$ cat config.mk
export PLATFORM = sky130hd
export DESIGN_NAME = ahb_m2s_pipe_mux
export DESIGN_NICKNAME = d
export VERILOG_FILES = /design/src/rtl/ahb_m2s_pipe_mux.sv
export SDC_FILE = /design/constraint.sdc
export NUM_CORES = 1
export LEC_CHECK = 0
export ABC_AREA = 1
export BUFFER_PORTS_ARGS = -buffer_cell sky130_fd_sc_hd__buf_4
export CORE_AREA = 3 3 152 154
export CTS_CLUSTER_SIZE = 8
export DETAILED_ROUTE_END_ITERATION = 12
export DIE_AREA = 0 0 155 157
export PLACE_DENSITY = 0.47
export REMOVE_ABC_BUFFERS = 1
export SYNTH_ARGS = -nofsm -noshare
export SYNTH_HDL_FRONTEND = slang
export SYNTH_SLANG_ARGS = --single-unit
$ cat constraint.sdc
create_clock -name Hclk -period 1.7 [get_ports Hclk]
set_input_delay 0.255 -clock Hclk [delete_from_list [all_inputs] [get_ports Hclk]]
set_output_delay 0.255 -clock Hclk [all_outputs]
set_load 0.01 [all_outputs]
$ cat src/rtl/ahb_m2s_pipe_mux.sv
// AHB master-to-slave multiplexer: address phase follows the current grant, write data follows
// the owner of the previous accepted address phase. Optional handover checker: AHB_M2S_HANDOVER_CHK_EN.
module ahb_m2s_pipe_mux #(
    parameter int  NUM_MASTERS = 4,
    parameter int  ADDR_WIDTH  = 32,
    parameter int  DATA_WIDTH  = 32,
    localparam int MW          = (NUM_MASTERS > 1) ? $clog2(NUM_MASTERS) : 1,
    localparam int SW          = DATA_WIDTH / 8
) (
    input  logic                                  Hclk,
    input  logic                                  Hresetn,
    input  logic                                  Hready,
    input  logic [MW-1:0]                         Hmaster,
    input  logic                                  Hmaster_valid,
    input  logic [NUM_MASTERS-1:0][ADDR_WIDTH-1:0] Haddr_M,
    input  logic [NUM_MASTERS-1:0][1:0]            Htrans_M,
    input  logic [NUM_MASTERS-1:0]                 Hwrite_M,
    input  logic [NUM_MASTERS-1:0][2:0]            Hsize_M,
    input  logic [NUM_MASTERS-1:0][2:0]            Hburst_M,
    input  logic [NUM_MASTERS-1:0][SW-1:0]         Hstrob_M,
    input  logic [NUM_MASTERS-1:0][DATA_WIDTH-1:0] Hwdata_M,
    output logic [ADDR_WIDTH-1:0]                 Haddr,
    output logic [1:0]                            Htrans,
    output logic                                  Hwrite,
    output logic [2:0]                            Hsize,
    output logic [2:0]                            Hburst,
    output logic [SW-1:0]                         Hstrob,
    output logic [DATA_WIDTH-1:0]                 Hwdata,
    output logic [MW-1:0]                         Hmaster_d,
    output logic                                  Hdata_active,
    output logic                                  Hdata_write
`ifdef AHB_M2S_HANDOVER_CHK_EN
    ,
    output logic                                  Hhandover_err
`endif
);

    localparam logic [1:0] TRANS_IDLE = 2'b00;
    localparam logic [1:0] TRANS_SEQ  = 2'b11;
    localparam logic [1:0] TRANS_NSEQ = 2'b10;

    logic                   w_sel_ok;
    logic [NUM_MASTERS-1:0] w_addr_hit;
    logic [NUM_MASTERS-1:0] w_data_hit;
    logic                   w_accept;
    logic [ADDR_WIDTH-1:0]  w_haddr;
    logic [1:0]             w_htrans;
    logic                   w_hwrite;
    logic [2:0]             w_hsize;
    logic [2:0]             w_hburst;
    logic [SW-1:0]          w_hstrob;
    logic [DATA_WIDTH-1:0]  w_hwdata;

    logic [MW-1:0]          r_master_d;
    logic                   r_data_active;
    logic                   r_data_write;

    // Widened compare so a non-power-of-two master count rejects the unused indices.
    assign w_sel_ok = Hmaster_valid && ({1'b0, Hmaster} < (MW+1)'(NUM_MASTERS));

    generate
        for (genvar gi = 0; gi < NUM_MASTERS; gi++) begin : g_hit
            assign w_addr_hit[gi] = w_sel_ok && (Hmaster == MW'(gi));
            assign w_data_hit[gi] = r_data_write && (r_master_d == MW'(gi));
        end
    endgenerate

    // One-hot AND-OR muxes: no hit yields IDLE / all-zero outputs.
    always_comb begin
        w_haddr  = '0;
        w_htrans = TRANS_IDLE;
        w_hwrite = 1'b0;
        w_hsize  = '0;
        w_hburst = '0;
        for (int i = 0; i < NUM_MASTERS; i++) begin
            if (w_addr_hit[i]) begin
                w_haddr  = w_haddr  | Haddr_M[i];
                w_htrans = w_htrans | Htrans_M[i];
                w_hwrite = w_hwrite | Hwrite_M[i];
                w_hsize  = w_hsize  | Hsize_M[i];
                w_hburst = w_hburst | Hburst_M[i];
            end
        end
    end

    always_comb begin
        w_hwdata = '0;
        w_hstrob = '0;
        for (int i = 0; i < NUM_MASTERS; i++) begin
            if (w_data_hit[i]) begin
                w_hwdata = w_hwdata | Hwdata_M[i];
                w_hstrob = w_hstrob | Hstrob_M[i];
            end
        end
    end

    assign w_accept = Hready && w_sel_ok && w_htrans[1];

    // Data-phase owner advances only when the current data phase completes.
    always_ff @(posedge Hclk or negedge Hresetn) begin
        if (!Hresetn) begin
            r_master_d    <= '0;
            r_data_active <= 1'b0;
            r_data_write  <= 1'b0;
        end else if (Hready) begin
            r_master_d    <= Hmaster;
            r_data_active <= w_accept;
            r_data_write  <= w_accept && w_hwrite;
        end
    end

    assign Haddr        = w_haddr;
    assign Htrans       = w_htrans;
    assign Hwrite       = w_hwrite;
    assign Hsize        = w_hsize;
    assign Hburst       = w_hburst;
    assign Hwdata       = w_hwdata;
    assign Hstrob       = w_hstrob;
    assign Hmaster_d    = r_master_d;
    assign Hdata_active = r_data_active;
    assign Hdata_write  = r_data_write;

`ifdef AHB_M2S_HANDOVER_CHK_EN
    logic [MW-1:0] r_last_master;
    logic          r_burst_open;
    logic          r_handover_err;
    logic          w_seq_acc;
    logic          w_nseq_acc;
    logic          w_idle_acc;

    assign w_seq_acc  = w_accept && (w_htrans == TRANS_SEQ);
    assign w_nseq_acc = w_accept && (w_htrans == TRANS_NSEQ);
    assign w_idle_acc = Hready && w_sel_ok && (w_htrans == TRANS_IDLE);

    // r_data_active doubles as "previous accepted phase was NONSEQ/SEQ".
    always_ff @(posedge Hclk or negedge Hresetn) begin
        if (!Hresetn) begin
            r_last_master  <= '0;
            r_burst_open   <= 1'b0;
            r_handover_err <= 1'b0;
        end else begin
            if (w_accept) begin
                r_last_master <= Hmaster;
            end
            if (w_nseq_acc && (w_hburst != 3'b000)) begin
                r_burst_open <= 1'b1;
            end else if (w_idle_acc || (Hready && w_sel_ok && (Hmaster != r_last_master))) begin
                r_burst_open <= 1'b0;
            end
            if (w_seq_acc && ((Hmaster != r_last_master) || !r_data_active)) begin
                r_handover_err <= 1'b1;
            end
        end
    end

    assign Hhandover_err = r_handover_err;
`endif

endmodule
==> results_tabular.tex <==
\begin{tabular}{lr}
\hline
Metric & Value \\
\hline
\multicolumn{2}{l}{\textbf{GRT}} \\
Initial antenna violation count & 1 \\
Overall track demand over capacity in global routing & 14.84\% \\
Largest net degree at the start of global routing & 37 \\
First-pass GRT wire length & 28,690 um \\
Number of global-route vias before repair & 5,122 \\
GR Overflow Total & 0 \\
\multicolumn{2}{l}{\textbf{Timing}} \\
Post-route setup slack & -0.1163 ns \\
Worst Clk Skew & 0 ns \\
Total negative slack for setup checks & -2.798 ns \\
Fin. max-slew vios & 0 \\
Maximum achievable frequency & 550.6 MHz \\
Post-route fraction of the period consumed by the critical path & 106.8\% \\
Total of endpoints with negative setup slack in the final report & 36 \\
Shortest period the worst path allows & 1.816 ns \\
Transition time at the pin with the least slew margin & 0.3262 ns \\
RSZ-0062 raised after global routing & true \\
Number of hold violations in the final report & 0 \\
Worst slew margin relative to its limit & 78.23\% \\
\multicolumn{2}{l}{\textbf{Power and ir drop}} \\
Internal Pwr Total & 1184 uW \\
Switching portion of total power & 33.76\% \\
Worst voltage drop across the vdd grid & 0.0001750 V \\
Sequential share of power & 6.1\% \\
Clk pwr share & 20.1\% \\
Combinational fraction of design power & 73.8\% \\
Reported leakage power & 0.003681 uW \\
PwrDens & 258.3 nW/um\^{}2 \\
Net switching power & 603.4 uW \\
\multicolumn{2}{l}{\textbf{Yosys}} \\
Mean post-synth cell area & 5.224 sq um \\
Post-synthesis sequential element count & 4 \\
Number of unique standard cell types used by synthesis & 15 \\
YS warnings & 0 \\
Syn Inst Count & 468 \\
Sequential element share of the synthesized area & 4.094\% \\
Cell Area, Synth & 2445 sq um \\
\multicolumn{2}{l}{\textbf{Layout}} \\
Share of final-layout standard cells stronger than drive strength 1 & 60.82\% \\
Highest-count cells in the layout ignoring fill and taps & sky130\_fd\_sc\_hd\_\_buf\_4 (420), sky130\_fd\_sc\_hd\_\_nand2\_1 (127), sky130\_fd\_sc\_hd\_\_inv\_1 (84) \\
Area added between synthesis and finish & 183.1\% \\
Post-route cell area & 6922 sq um \\
Net count, final & 1,199 \\
Most common library cell in the layout ignoring fill and taps & sky130\_fd\_sc\_hd\_\_buf\_4 \\
\multicolumn{2}{l}{\textbf{Clock network}} \\
H-tree depth & 1 \\
CTS tree & yes \\
TritonCTS buffer count & 3 \\
Cell at the root of the clock tree & sky130\_fd\_sc\_hd\_\_clkbuf\_16 \\
Sinks on Clock Net & 4 \\
Maximum root-to-sink buffer count & 2 \\
Latest clock arrival within the worst-skew pair & 0.22 ns \\
Clock transition at the registers of the reported paths & 0.03 ns \\
\multicolumn{2}{l}{\textbf{Floorplanning}} \\
Die Ht & 157 um \\
Die area & 24,340 sq um \\
Effective utilization at floorplan & 11.20\% \\
Row cnt & 54 \\
Die span in x & 155 um \\
Number of I/O pins & 395 \\
Area of the core & 21,820 sq um \\
\multicolumn{2}{l}{\textbf{Critical path}} \\
Req. time, crit path & 1.44 ns \\
Worst-path fanout max & 5 \\
Start point of the critical path & Hmaster\_d[1] \\
Biggest cell delay along the critical path & 0.39 ns \\
Combined buffer and inverter count along the critical path & 4 \\
R2R Path End & Hmaster\_d[1] \\
Launching element type of the critical path & flip-flop \\
Path type of the worst setup path & reg -> out \\
Crit path arrival time & 1.56 ns \\
Kind of capture point of the worst setup path & primary output \\
Worst setup slack for register-to-register paths & 0.82 ns \\
Slowest library cell on the worst path & sky130\_fd\_sc\_hd\_\_dfrtp\_1 \\
Dominant delay contributor by cell family on the critical path & buffers and inverters \\
Crit path cell chain & clkinv\_4 -> nor3\_4 -> buf\_6 -> clkbuf\_16 -> nand2\_2 -> o2111ai\_2 -> buf\_4 \\
Startpoint of the worst register-to-register path & Hmaster\_d[1] \\
Number of cells on the worst reg-to-reg path & 3 \\
\multicolumn{2}{l}{\textbf{Routing}} \\
Via/cell ratio & 4.391 \\
Initial DRC count & 175 \\
Average detailed-routed wire length per instance & 18.76 um \\
Final ANT Viol Nets & 0 \\
Pre-antenna DRT Iters & 4 \\
Via count of the routed design & 5,111 \\
Final wirelength & 21,840 um \\
Number of design rule violations left after detail routing & 0 \\
\multicolumn{2}{l}{\textbf{Worst hold path}} \\
Number of cells on the worst hold path & 2 \\
Launch point of the worst hold path & Hready \\
Hold Path End & Hmaster\_d[1] \\
Kind of path behind the tightest hold check & in -> reg \\
\multicolumn{2}{l}{\textbf{Outcome}} \\
Run status & complete, but fails checks \\
Violations in the final reports & setup timing \\
\multicolumn{2}{l}{\textbf{Placement}} \\
Gp weighted congestion & 0.7472 \\
Placed wire-length estimate & 16,250 um \\
Post-Place Setup Slack & -0.02092 ns \\
Post-DP Area & 6000 sq um \\
Port bufs & 394 \\
\multicolumn{2}{l}{\textbf{Run}} \\
Max-cap violations & 0 \\
\hline
\end{tabular}
## sequential cells by signal, summed over array words and instances, names as in the netlist
signal and count:
Hdata_write 1, Hdata_active 1, Hmaster_d 2
## synthesized netlist by cell type
library cell | number | share of area (%)
sky130_fd_sc_hd__o21ai_0 | 2 | 0.41
sky130_fd_sc_hd__buf_4 | 4 | 1.2
sky130_fd_sc_hd__buf_2 | 19 | 3.9
sky130_fd_sc_hd__nor2_2 | 1 | 0.26
sky130_fd_sc_hd__inv_1 | 86 | 13
sky130_fd_sc_hd__dfrtp_1 | 4 | 4.1
sky130_fd_sc_hd__nand2_1 | 163 | 25
sky130_fd_sc_hd__nor2_1 | 3 | 0.46
sky130_fd_sc_hd__buf_1 | 3 | 0.46
sky130_fd_sc_hd__nor3_4 | 2 | 1.3
sky130_fd_sc_hd__nand4_1 | 40 | 10
sky130_fd_sc_hd__o2111ai_1 | 75 | 27
sky130_fd_sc_hd__nand3_1 | 47 | 9.6
sky130_fd_sc_hd__inv_2 | 3 | 0.46
sky130_fd_sc_hd__clkbuf_1 | 16 | 2.5
## cells by family (layout without fill, tap and decap cells)
kind of cell | count (synthesis) | count (layout) | share of synthesized area [%]
simple gates | 256 | 256 | 46.93
compound gates | 77 | 77 | 27.28
other cells | 0 | 1 | 0
flops | 4 | 4 | 4.094
buf+inv | 131 | 546 | 21.70
## final cells by class
cell class	instances	area, sq um
inverters	89	341.6
well taps	280	350.3
flip-flops and latches	4	100.1
clock buffers	3	75.07
multi-input cells	333	2261
fillers	2443	14900
repair buffers	454	3791
diodes	1	2.502
## worst max-delay path by stage
| stage | slack (ns) | to | cells after the start |
|---|---|---|---|
| 6_report | -0.12 | Hwdata[21] | 7 |
| 5_1_grt | -0.18 | Hwdata[21] | 7 |
| 3_5_place_dp | -0.02 | Hwdata[6] | 5 |
| 4_1_cts | -0.13 | Hwdata[8] | 7 |
| 3_3_place_gp | -0.01 | Hwdata[8] | 5 |
| 2_1_floorplan | -0.67 | Hstrob[0] | 4 |
## power groups by stage
stage	Combinational (uW)	Sequential, uW	Clock, uW
after floorplan	272	124	0
after global placement	1240	109	0
after detailed placement	1240	109	0
after CTS	1270	109	365
after global routing	1430	110	371
final	1320	110	359
## metrics by stage
stage / power [uW] / hold slack [ns] / std cells / utilization (%)
after floorplan: 395.6 / -0.04059 / 426 / -
after global placement: 1349 / 0.05736 / 1136 / 27.49
after detailed placement: 1350 / 0.05591 / 1136 / 27.49
after CTS: 1744 / 0.3153 / 1151 / 28.88
after global routing: 1908 / 0.3279 / 1164 / 31.72
final: 1788 / 0.2999 / 1164 / 31.72
## per-layer routing
metal | wire (um) | GRT usage (%) | up-vias
li1 | - | - | 2471
met1 | 7815 | 16.74 | 2361
met2 | 11950 | 28.70 | 261
met3 | 1804 | 3.492 | 18
met4 | 271 | 2.355 | 0
met5 | 0 | 0 | -
## what timing repair did
item | 4_1_cts | 5_1_grt
endpoints found under the hold margin | 4 | 0
gates cloned | 3 | 10
endpoints found under the setup margin | 36 | 53
hold buffers | 1 | 0
pin swaps | 4 | 4
resized for setup | 18 | 95
buffers inserted | 8 | 5
## worst register-to-register path: cells and delay by family (launching register included)
family	cells	cell delay, ns
flip-flops	1	0.39
buffers and inverters	2	0.28
AO/OA/AOI/OAI	1	0.14
Note: power is estimated with default switching activity, not from simulation.
